## config.mk

```make
export PLATFORM = sky130hd
export DESIGN_NAME = kairo_run_monitor
export DESIGN_NICKNAME = d
export VERILOG_FILES = /design/src/rtl/kairo_mon_pkg.sv /design/src/rtl/kairo_sat_counter.sv /design/src/rtl/kairo_run_monitor.sv
export SDC_FILE = /design/constraint.sdc
export NUM_CORES = 1
export LEC_CHECK = 0
export CORE_MARGIN = 3
export CORE_UTILIZATION = 50
export DETAILED_ROUTE_END_ITERATION = 7
export HOLD_SLACK_MARGIN = 0.1
export PLACE_DENSITY_LB_ADDON = 0.12
export SYNTH_ARGS = -nofsm -noshare
export SYNTH_HDL_FRONTEND = slang
export SYNTH_SLANG_ARGS = --single-unit
```

## constraint.sdc

```tcl
create_clock -name CLK -period 7.6 [get_ports CLK]
set_input_delay 1.14 -clock CLK [delete_from_list [all_inputs] [get_ports CLK]]
set_output_delay 1.14 -clock CLK [all_outputs]
set_load 0.03 [all_outputs]
```

## src/rtl/kairo_mon_pkg.sv

```systemverilog
// Shared types and register indices for the kairo run monitor.
package kairo_mon_pkg;
  typedef enum logic [1:0] {
    ST_IDLE    = 2'd0,
    ST_RUN     = 2'd1,
    ST_DONE    = 2'd2,
    ST_TIMEOUT = 2'd3
  } mon_state_e;

  localparam logic [3:0] REG_STATUS = 4'd0;
  localparam logic [3:0] REG_CYCLE  = 4'd1;
  localparam logic [3:0] REG_DDATA  = 4'd2;
  localparam logic [3:0] REG_NEVT   = 4'd3;
  localparam logic [3:0] REG_EVT0   = 4'd4;
endpackage

```

## src/rtl/kairo_sat_counter.sv

```systemverilog
// Clearable up-counter that sticks at all ones instead of wrapping.
module kairo_sat_counter #(
  parameter int W = 32
) (
  input  logic         CLK,
  input  logic         RST,
  input  logic         clr,
  input  logic         en,
  input  logic         inc,
  output logic [W-1:0] q
);
  always_ff @(posedge CLK or posedge RST) begin
    if (RST)                          q <= '0;
    else if (clr)                     q <= '0;
    else if (en && inc && (q != '1))  q <= q + 1'b1;
  end
endmodule

```

## src/rtl/kairo_run_monitor.sv

```systemverilog
// Run monitor: cycle/event counters, completion-write detect, watchdog and
// a one-cycle-latency register read port.
module kairo_run_monitor
  import kairo_mon_pkg::*;
#(
  parameter int          NUM_EVT         = 4,
  parameter int          CNT_W           = 32,
  parameter int unsigned WDOG_CYCLES     = 100000,
  parameter logic [31:0] COMPLETION_ADDR = 32'h0000_FFFC
) (
  input  logic               CLK,
  input  logic               RST,
  input  logic               START,
  input  logic [NUM_EVT-1:0] EVT,
  input  logic               D_MEM_VALID,
  input  logic               D_MEM_READY,
  input  logic [3:0]         D_MEM_WSTB,
  input  logic [31:0]        D_MEM_ADDR,
  input  logic [31:0]        D_MEM_WDATA,
  input  logic               REG_VALID,
  input  logic [3:0]         REG_ADDR,
  output logic               REG_READY,
  output logic [31:0]        REG_RDATA,
  output logic [1:0]         STATE,
  output logic               DONE,
  output logic               TIMEOUT,
  output logic [31:0]        DONE_DATA
);
  localparam logic [CNT_W-1:0] WDOG_LAST = CNT_W'(WDOG_CYCLES - 1);
  localparam logic [31:0]      WORD_MASK = ~32'h3;

  mon_state_e                        state_q;
  logic                              done_q, timeout_q;
  logic [31:0]                       ddata_q;
  logic                              rready_q;
  logic [31:0]                       rdata_q, rd_mux;
  logic [CNT_W-1:0]                  cyc_cnt;
  logic [NUM_EVT-1:0][CNT_W-1:0]     evt_cnt;
  logic                              in_run, hit, wdog;

  assign in_run = (state_q == ST_RUN);
  assign hit    = D_MEM_VALID & D_MEM_READY & (|D_MEM_WSTB) &
                  ((D_MEM_ADDR & WORD_MASK) == (COMPLETION_ADDR & WORD_MASK));
  assign wdog   = in_run && (cyc_cnt == WDOG_LAST);

  // START clears via clr, which takes priority over counting in the same cycle
  kairo_sat_counter #(.W(CNT_W)) u_cyc_cnt (
    .CLK(CLK), .RST(RST), .clr(START), .en(in_run), .inc(1'b1), .q(cyc_cnt)
  );

  kairo_sat_counter #(.W(CNT_W)) u_evt_cnt [NUM_EVT-1:0] (
    .CLK(CLK), .RST(RST), .clr(START), .en(in_run), .inc(EVT), .q(evt_cnt)
  );

  // A hit beats the watchdog; START beats both
  always_ff @(posedge CLK or posedge RST) begin
    if (RST) begin
      state_q   <= ST_IDLE;
      done_q    <= 1'b0;
      timeout_q <= 1'b0;
      ddata_q   <= '0;
    end else if (START) begin
      state_q   <= ST_RUN;
      done_q    <= 1'b0;
      timeout_q <= 1'b0;
    end else if (in_run) begin
      if (hit) begin
        state_q <= ST_DONE;
        done_q  <= 1'b1;
        ddata_q <= D_MEM_WDATA;
      end else if (wdog) begin
        state_q   <= ST_TIMEOUT;
        timeout_q <= 1'b1;
      end
    end
  end

  always_comb begin
    rd_mux = '0;
    case (REG_ADDR)
      REG_STATUS: rd_mux = {28'b0, timeout_q, done_q, state_q};
      REG_CYCLE:  rd_mux = 32'(cyc_cnt);
      REG_DDATA:  rd_mux = ddata_q;
      REG_NEVT:   rd_mux = 32'(NUM_EVT);
      default: begin
        for (int i = 0; i < NUM_EVT; i++)
          if (REG_ADDR == REG_EVT0 + 4'(i)) rd_mux = 32'(evt_cnt[i]);
      end
    endcase
  end

  always_ff @(posedge CLK or posedge RST) begin
    if (RST) begin
      rready_q <= 1'b0;
      rdata_q  <= '0;
    end else begin
      rready_q <= REG_VALID;
      if (REG_VALID) rdata_q <= rd_mux;
    end
  end

  assign REG_READY = rready_q;
  assign REG_RDATA = rdata_q;
  assign STATE     = state_q;
  assign DONE      = done_q;
  assign TIMEOUT   = timeout_q;
  assign DONE_DATA = ddata_q;
endmodule

```

==> impl_metrics.py, run 1 <==
metrics = {
    "cells_and_area": {
        "multi_input_area_mm2": 0.006839,
        "fillCellCount": 2208,
        "stdcell_count": 1875,
        "area_growth_pct": 19.48,
        "final_core_util_pct": 61.56,
        "drive_gt1_share_pct": 9.126,
        "seq_area_mm2": 0.005731,
        "nets": 1614,
        "n_antenna_cell": 0,
    },
    "status": {
        "outcome": "completed",
    },
    "logic_synthesis": {
        "netlist_instances": 1427,
        "synthXorXnorAreaFrac_pct": 2.870,
        "yosysTopAreaCellShare_pct": 43.66,
        "synth_top_family_by_area": "simple AND/OR/NAND/NOR gates",
        "synthAdderAreaFrac_pct": 0.4767,
        "ys_ff_latch": 229,
        "mappedNetlistNets": 1514,
        "yosysMostFrequentCell": "dfrtp_1",
        "synth_commonest_cells": "dfrtp_1, nand2_1, a21oi_1, nor2_1, clkbuf_1",
        "yosysTopAreaCell": "dfrtp_1",
        "synth_edf_count": 0,
        "synth_area_mm2": 0.01312,
        "synth_simple_gate_area_share_pct": 23.34,
        "synth.top_cells.by_area": "dfrtp_1, mux2_2, a21oi_1, nand2_1, or4_1",
        "ys_seq_area_share_pct": 43.66,
        "synth-main-ff-cell": "dfrtp_1",
        "yosys_warnings": 0,
        "synth.distinct_cells": 59,
        "synthMuxAreaShare_pct": 7.112,
        "async_flop_share_pct": 100.0,
        "syn_avg_cell_area_um2": 9.197,
        "synth-compound-area-share_pct": 18.09,
    },
    "worst_setup_path": {
        "worstPathArrival_ns": 3.82,
        "crit_path_cell_trace": "buf_2, buf_4, nor2b_2, a221o_2, nand2_1, o22ai_1",
        "critPathMaxFanout": 28,
        "cp-start-kind": "primary input",
        "critPathKind": "primary input to register",
        "slowest_delay_ns": 1.07,
        "crit_required_ns": 8.04,
        "crit_path_end_kind": "register",
        "cp_slowest_cell": "nor2b_2",
    },
    "clocking": {
        "cts_max_level": 1,
        "clockRootBuffer": "clkbuf_16",
        "clock_sinks": 229,
        "clockBufferDepth": 3,
        "clk_pin_slew_worst_paths_ns": 0.06,
        "post_cts_buffers": 0,
        "cts_resized": 0,
        "clkLatencyLatePin_ns": 0.54,
        "cts_tree": "done",
        "ctsHoldBuffers": 0,
        "numCtsBuffers": 27,
    },
    "timing": {
        "timing.fmax_mhz": 295.4,
        "slew_violations": 0,
        "holdWs_ns": 0.5055,
        "finalCritPeriodShare_pct": 44.54,
        "finalHoldViolations": 0,
        "setup_viol": 0,
        "fin_ws_ns": 4.215,
        "tns_ns": 0,
        "grt_setup_unrepaired": "false",
        "worst_slew_pin_slew_ns": 1.262,
        "relSlewSlack_pct": 15.14,
        "fin_crit_ns": 3.385,
        "fin_skew_ns": 0.01614,
    },
    "placement": {
        "hpwlAfterDp_um": 28300,
        "place_congestion": 0.9184,
        "dp_cells": 1828,
        "portBuffers": 148,
        "dpl_worst_slack_ns": 3.715,
    },
    "floorplan": {
        "die_w_um": 168.0,
        "core-area_mm2": 0.02547,
        "start_util_pct": 51.52,
        "chipHeight_um": 168.0,
        "rows": 58,
        "die_area_mm2": 0.02823,
        "io_pins": 151,
    },
    "drt": {
        "detail_route.iter0.violations": 1346,
        "via_per_inst": 6.507,
        "ant_nets": 0,
        "drt_first_pass_iters": 6,
        "drc_errors": 0,
        "drt-total-wl_um": 39950,
        "vias": 12200,
        "routedWlPerCell_um": 21.31,
    },
    "global_routing": {
        "grt_pass1_vias": 11422,
        "grt_pass1_wl_um": 63700,
        "grt-ovfl-total": 0,
        "grt_max_degree": 89,
        "grt_antenna_before_repair": 0,
        "grt_use_total_pct": 27.69,
    },
    "power_and_ir_drop": {
        "leakagePower_nw": 6.079,
        "power_density_mw_per_mm2": 177.7,
        "peakVddDrop_mv": 0.1870,
    },
    "worst_hold_path": {
        "worstHoldPathType": "register to register",
    },
    "job": {
        "cap_viol_max_count": 0,
    },
}
layout make-up:
class                   instances  area share (%)
well taps                     330           2.633
clock buffers                  40           5.131
inverters                      58           1.436
flip-flops and latches        229           36.55
multi-input cells            1045           43.62
clock inverters                 7          0.4070
repair buffers                166           10.23
path summary, 6_finish.rpt:
path | endpoint | cells past startpoint | start | slack (ns)
worst max-delay path | REG_RDATA[4] | 6 | REG_ADDR[0] | 4.21
worst min-delay path | REG_RDATA[2] | 1 | REG_RDATA[2] | 0.51
worst max register to register | u_evt_cnt[0].q[3] | 5 | u_evt_cnt[0].q[21] | 4.41
worst min register to register | REG_RDATA[2] | 1 | REG_RDATA[2] | 0.51
max in group asynchronous | u_evt_cnt[1].q[4] | 3 | RST | 5.12
min in group asynchronous | DONE_DATA[26] | 2 | RST | 1.08
flip-flops by register name, indices dropped and copies added, names as in the netlist:
name,count
REG_RDATA,32
REG_READY,1
STATE,2
u_cyc_cnt.q,32
DONE_DATA,32
u_evt_cnt.q,128
TIMEOUT,1
DONE,1
metrics by stage:
| stage | total power, W | cell area [um^2] |
|---|---|---|
| final | 0.002786 | 15680 |
| after global routing | 0.002876 | 15680 |
| after CTS | 0.002803 | 15670 |
| after detailed placement | 0.001535 | 14800 |
| after global placement | 0.001532 | 14800 |
| after floorplan | 0.001418 | 13120 |
worst max-delay path, delay by kind of cell:
kind                   cells  cell delay, ns
buffers and inverters      2            0.96
AOI/OAI and AO/OA          2            0.48
and+or+nand+nor            2            1.18
cells in the final DEF, fill, tap and decap left out, drive strengths merged, types with 48 or more instances in the layout:
master / instances
dfrtp: 229
clkdlybuf4s50: 145
nand2: 122
a21oi: 103
nor2: 84
or4: 62
inv: 59
nand3: 52
mux2: 50
o31ai: 48
power breakdown:
group	switching, W	internal [W]
logic	0.000157	0.000100
registers	0.0000173	0.00124
clock network	0.000514	0.000760
kinds of logic (layout without fill, tap and decap cells):
family	count (synthesis)	after routing
mux	87	87
buf+inv	153	271
xor+xnor	43	43
compound gates	357	357
simple gates	553	553
fa+ha+maj	5	5
flops	229	229
layer usage:
metal	global-route usage, %	share of wire (%)	wire (um)
met1	40.73	44	17560
met2	42.01	44	17740
met3	4.461	7.8	3135
met4	9.107	3.8	1518
met5	0	0	0
Power figures use the tool's default switching activity.
==> run 2, diff against run 1 <==
Clock period 7.6 ns to 3.2 ns, I/O delays scaled along.
==> impl_metrics.py, run 2 (synthesis results as in run 1) <==
metrics = {
    "drt": {
        "detail_route.iter0.violations": 1271,
        "via_per_inst": 6.429,
        "ant_nets": 0,
        "drt_first_pass_iters": 6,
        "drt-total-wl_um": 40870,
        "routedWlPerCell_um": 21.43,
        "drc_errors": 0,
        "vias": 12260,
    },
    "global_routing": {
        "grt.busiest_layer": "met2",
        "grt_pass1_wl_um": 64800,
        "grt_antenna_before_repair": 1,
        "grt-ovfl-total": 0,
        "grt_pass1_vias": 11636,
        "grt_max_degree": 82,
        "met2_usage_pct": 44.12,
        "grt_util_met1_pct": 39.85,
        "grt_use_total_pct": 28.35,
        "use_met3_pct": 5.588,
    },
    "timing": {
        "grt_setup_unrepaired": "false",
        "timing.fmax_mhz": 379.2,
        "setup_viol": 0,
        "finalHoldViolations": 0,
        "tns_ns": 0,
        "finalCritPeriodShare_pct": 82.42,
        "fin_crit_ns": 2.637,
        "fin_skew_ns": 0.01631,
        "slew_violations": 0,
        "relSlewSlack_pct": 19.58,
        "worst_slew_pin_slew_ns": 1.201,
    },
    "cells_and_area": {
        "stdcell_count": 1907,
        "n_antenna_cell": 0,
        "final_core_util_pct": 62.93,
        "fillCellCount": 2148,
        "final_common_cell": "dfrtp_1",
        "nets": 1647,
        "fin_area_mm2": 0.01603,
        "drive_gt1_share_pct": 10.97,
        "layout_common_cells": "dfrtp_1, clkdlybuf4s50_1, nand2_1, a21oi_1, nor2_1",
        "top_register": "u_evt_cnt.q",
        "largest_register_ff_count": 128,
        "area_growth_pct": 22.14,
    },
    "clocking": {
        "cts_tree": "done",
        "clock_sinks": 229,
        "cts_max_level": 1,
        "numCtsBuffers": 27,
        "post_cts_buffers": 0,
        "clockRootBuffer": "clkbuf_16",
        "clockBufferDepth": 3,
        "clk_pin_slew_worst_paths_ns": 0.06,
        "clkLatencyLatePin_ns": 0.54,
        "cts_resized": 0,
        "ctsHoldBuffers": 0,
    },
    "worst_setup_path": {
        "cp-start-kind": "register",
        "worstPathArrival_ns": 3.10,
        "crit_required_ns": 3.66,
        "crit_path_end_kind": "register",
        "critPathKind": "register to register",
        "critPathMaxFanout": 7,
        "reg2reg_depth": 6,
    },
    "job": {
        "cap_viol_max_count": 0,
    },
    "placement": {
        "dp_cells": 1861,
        "place_congestion": 0.9287,
        "hpwlAfterDp_um": 29260,
        "dpl-instance-area_mm2": 0.01515,
        "portBuffers": 148,
    },
    "floorplan": {
        "rows": 58,
        "die_area_mm2": 0.02823,
        "core-area_mm2": 0.02547,
        "chipHeight_um": 168.0,
        "die_w_um": 168.0,
        "io_pins": 151,
        "start_util_pct": 51.52,
    },
    "worst_hold_path": {
        "worstHoldPathType": "primary input to async pin",
    },
    "power_and_ir_drop": {
        "leakagePower_nw": 6.278,
        "power_density_mw_per_mm2": 419.0,
        "peakVddDrop_mv": 0.4250,
    },
    "status": {
        "outcome": "completed",
    },
}
[run 2: cell count changes in the layout (fill, tap and decap cells not counted), sizes merged]
cell	change
buf	+33
bufinv	+1
clkinvlp	+1
inv	-2
clkbuf	-2
clkinv	+1
[run 2: layout make-up]
type                            count  area (um^2)  area share (%)
Clock buffer                       38        787.0           4.910
Clock inverter                      8        93.84          0.5854
Inverter                           58        221.5           1.382
Multi-Input combinational cell   1045         6832           42.62
Sequential cell                   229         5731           35.75
Tap cell                          330        412.9           2.576
Timing Repair Buffer              199         1952           12.18
[run 2: critical path, stage by stage, from the launching register on]
cell,delay [ns]
dfrtp_1,0.40
ha_1,0.29
nand4_1,0.14
or4_1,0.56
or3_1,0.52
or4_1,0.52
a21oi_1,0.15
[run 2: power breakdown]
part           total, W  switching [W]  internal [W]
Sequential      0.00298      0.0000400       0.00294
Clock           0.00310        0.00124       0.00186
Combinational  0.000637       0.000376      0.000261
[run 2: metal layers]
metal / share of wire [%] / wire length [um]
met3: 8.2 / 3349
met2: 45 / 18550
met5: 0.027 / 11
met1: 43 / 17450
met4: 3.7 / 1508
[run 2: final timing paths]
kind                           startpoint                 end  slack (ns)
max                        u_cyc_cnt.q[0]     u_cyc_cnt.q[30]        0.56
min                                   RST       DONE_DATA[27]        0.38
max reg2reg                u_cyc_cnt.q[0]     u_cyc_cnt.q[30]        0.56
min reg2reg                  REG_RDATA[2]        REG_RDATA[2]        0.52
max in group asynchronous             RST  u_evt_cnt[2].q[24]        2.00
min in group CLK                    START     u_cyc_cnt.q[16]        0.38
[run 2: through the flow]
step	worst slack (ns)	hold slack, ns	power, W
global route	0.4474	0.3852	0.006912
detailed placement	0.1992	0.5119	0.003670
CTS	0.6006	0.3623	0.006744
finish	0.5626	0.3767	0.006716
global placement	0.1603	0.4960	0.003662
floorplan	-0.2740	0.5114	0.003369
==> run 3, diff against run 2 <==
Clock period 3.2 ns to 2.2 ns, I/O delays scaled along.
==> impl_metrics.py, run 3 (synthesis results as in run 1) <==
metrics = {
    "placement": {
        "dpl_worst_slack_ns": -0.5180,
        "hpwlAfterDp_um": 31950,
        "place_congestion": 0.9872,
        "portBuffers": 148,
    },
    "floorplan": {
        "io_pins": 151,
        "start_util_pct": 51.52,
        "core-area_mm2": 0.02547,
        "rows": 58,
        "die_area_mm2": 0.02823,
        "die_w_um": 168.0,
        "chipHeight_um": 168.0,
    },
    "power_and_ir_drop": {
        "peakVddDrop_mv": 0.5834,
        "intPower_w": 0.007499,
        "pwr-share-clk_pct": 46.3,
        "power_density_mw_per_mm2": 563.9,
        "switchingPower_w": 0.002469,
        "switching_share_pct": 24.77,
        "combPwrFrac_pct": 10.2,
        "leakagePower_nw": 7.376,
        "seqPwrFrac_pct": 43.4,
    },
    "drt": {
        "drc_errors": 0,
        "routedWlPerCell_um": 21.22,
        "detail_route.iter0.violations": 1509,
        "ant_nets": 0,
        "via_per_inst": 6.288,
        "vias": 13017,
        "drt-total-wl_um": 43930,
        "drt_first_pass_iters": 5,
    },
    "timing": {
        "slew_violations": 0,
        "fin_skew_ns": 0.02333,
        "fin_crit_ns": 2.277,
        "tns_ns": -0.1525,
        "timing.fmax_mhz": 439.1,
        "worst_slew_pin_slew_ns": 1.170,
        "finalHoldViolations": 0,
        "setup_viol": 3,
        "grt_setup_unrepaired": "true",
        "fin_ws_ns": -0.07733,
        "relSlewSlack_pct": 21.67,
        "finalCritPeriodShare_pct": 103.5,
    },
    "worst_setup_path": {
        "slowest_delay_ns": 0.49,
        "critPathMaxFanout": 5,
        "worstPathArrival_ns": 2.75,
        "rrSetupSlack_ns": -0.08,
        "path_common_cell": "or4_4",
        "crit_path_cell_trace": "ha_2, nand4_1, or4_4, or3_4, or4_4, a21oi_2",
        "critPathKind": "register to register",
        "cp-start-kind": "register",
        "r2r_end": "u_cyc_cnt.q[26]",
        "reg2reg_depth": 6,
        "cp_slowest_cell": "or4_4",
        "rr_startpoint": "u_cyc_cnt.q[0]",
        "crit_path_end_kind": "register",
        "crit_required_ns": 2.67,
    },
    "cells_and_area": {
        "layout_common_cells": "dfrtp_1, buf_4, clkdlybuf4s50_1, nand2_1, a21oi_1",
        "area_growth_pct": 34.69,
        "nets": 1807,
        "final_common_cell": "dfrtp_1",
        "fillCellCount": 1972,
        "top_register": "u_evt_cnt.q",
        "largest_register_ff_count": 128,
        "drive_gt1_share_pct": 21.61,
        "n_antenna_cell": 0,
        "multi_input_area_mm2": 0.007086,
        "seq_area_mm2": 0.005732,
    },
    "status": {
        "outcome": "complete, but fails checks",
        "violations": "setup timing",
    },
    "worst_hold_path": {
        "worstHoldPathType": "primary input to async pin",
    },
    "clocking": {
        "cts_max_level": 1,
        "clk_pin_slew_worst_paths_ns": 0.07,
        "clockRootBuffer": "clkbuf_16",
        "cts_tree": "done",
        "clock_sinks": 229,
        "numCtsBuffers": 27,
        "clockBufferDepth": 3,
        "clkLatencyLatePin_ns": 0.55,
    },
    "job": {
        "cap_viol_max_count": 0,
    },
    "global_routing": {
        "grt_max_degree": 70,
        "grt-ovfl-total": 0,
        "grt_antenna_before_repair": 1,
        "grt_pass1_vias": 12326,
        "grt_pass1_wl_um": 67610,
        "grt_use_total_pct": 29.71,
    },
}
run 3: cell count changes in the layout (fill, tap and decap cells not counted), moves of 4 or more:
cell / before / now
dlymetal6s2s_1: 0 / 18
buf_12: 8 / 13
nor4_2: 3 / 9
a21oi_2: 0 / 5
or4_1: 61 / 54
a21oi_1: 103 / 98
nor4_1: 28 / 20
buf_4: 44 / 191
or3_4: 0 / 4
nor3_1: 14 / 10
clkdlybuf4s50_1: 145 / 126
or4_4: 0 / 7
run 3: worst max path at each step:
stage / startpoint / to / slack [ns] / depth (start not counted)
floorplan: RST / DONE / -1.12 / 1
detailed placement: D_MEM_ADDR[19] / DONE_DATA[24] / -0.52 / 7
finish: u_cyc_cnt.q[0] / u_cyc_cnt.q[26] / -0.08 / 6
global placement: D_MEM_ADDR[19] / DONE_DATA[26] / -0.49 / 7
global route: u_cyc_cnt.q[0] / u_cyc_cnt.q[26] / -0.14 / 6
CTS: u_cyc_cnt.q[0] / u_cyc_cnt.q[26] / -0.05 / 6
run 3: per-stage QoR:
| stage | power (W) | util, % | area, um^2 | cells | hold WS [ns] |
|---|---|---|---|---|---|
| 2_1_floorplan | 0.004904 | - | 13230 | 1427 | 0.3614 |
| 3_3_place_gp | 0.005397 | 64.05 | 16320 | 2003 | 0.4901 |
| 3_5_place_dp | 0.005415 | 64.05 | 16320 | 2003 | 0.5036 |
| 4_1_cts | 0.009992 | 67.83 | 17280 | 2053 | 0.1282 |
| 5_1_grt | 0.01027 | 69.40 | 17680 | 2070 | 0.1465 |
| 6_report | 0.009968 | 69.40 | 17680 | 2070 | 0.1287 |
run 3: area by class of cell:
type,count,share of cell area [%]
multi-input combinational,1045,40.08
sequential,229,32.42
inverter,58,1.253
timing repair buffer,359,18.76
clock buffer,43,4.672
clock inverter,6,0.4672
tap,330,2.336
run 3: per-layer routing:
metal / global-route usage [%] / wire, um
met1: 40.81 / 18050
met2: 47.25 / 20480
met5: 0 / 11
met4: 10.07 / 1656
met3: 6.128 / 3726
run 3: power groups by stage:
| stage | clock [W] | combinational (W) | sequential (W) |
|---|---|---|---|
| 2_1_floorplan | 0 | 0.000414 | 0.00449 |
| 3_3_place_gp | 0 | 0.000995 | 0.00440 |
| 3_5_place_dp | 0 | 0.00101 | 0.00441 |
| 4_1_cts | 0.00465 | 0.00101 | 0.00433 |
| 5_1_grt | 0.00483 | 0.00110 | 0.00433 |
| 6_report | 0.00462 | 0.00102 | 0.00433 |
run 3: repair_timing:
action                     in CTS  in global routing
setup buffers                   1                 14
pin swaps                       2                 19
gates cloned                    0                  4
hold buffers                    0                  0
setup endpoints to repair      27                 83
resized for setup              12                 61
run 3: critical path, delay by kind of cell (launching register included):
family | cells | cell delay (ns)
AO/OA/AOI/OAI | 1 | 0.13
AND/OR/NAND/NOR | 4 | 1.52
adder cells (fa/ha/maj) | 1 | 0.20
flip-flops | 1 | 0.37
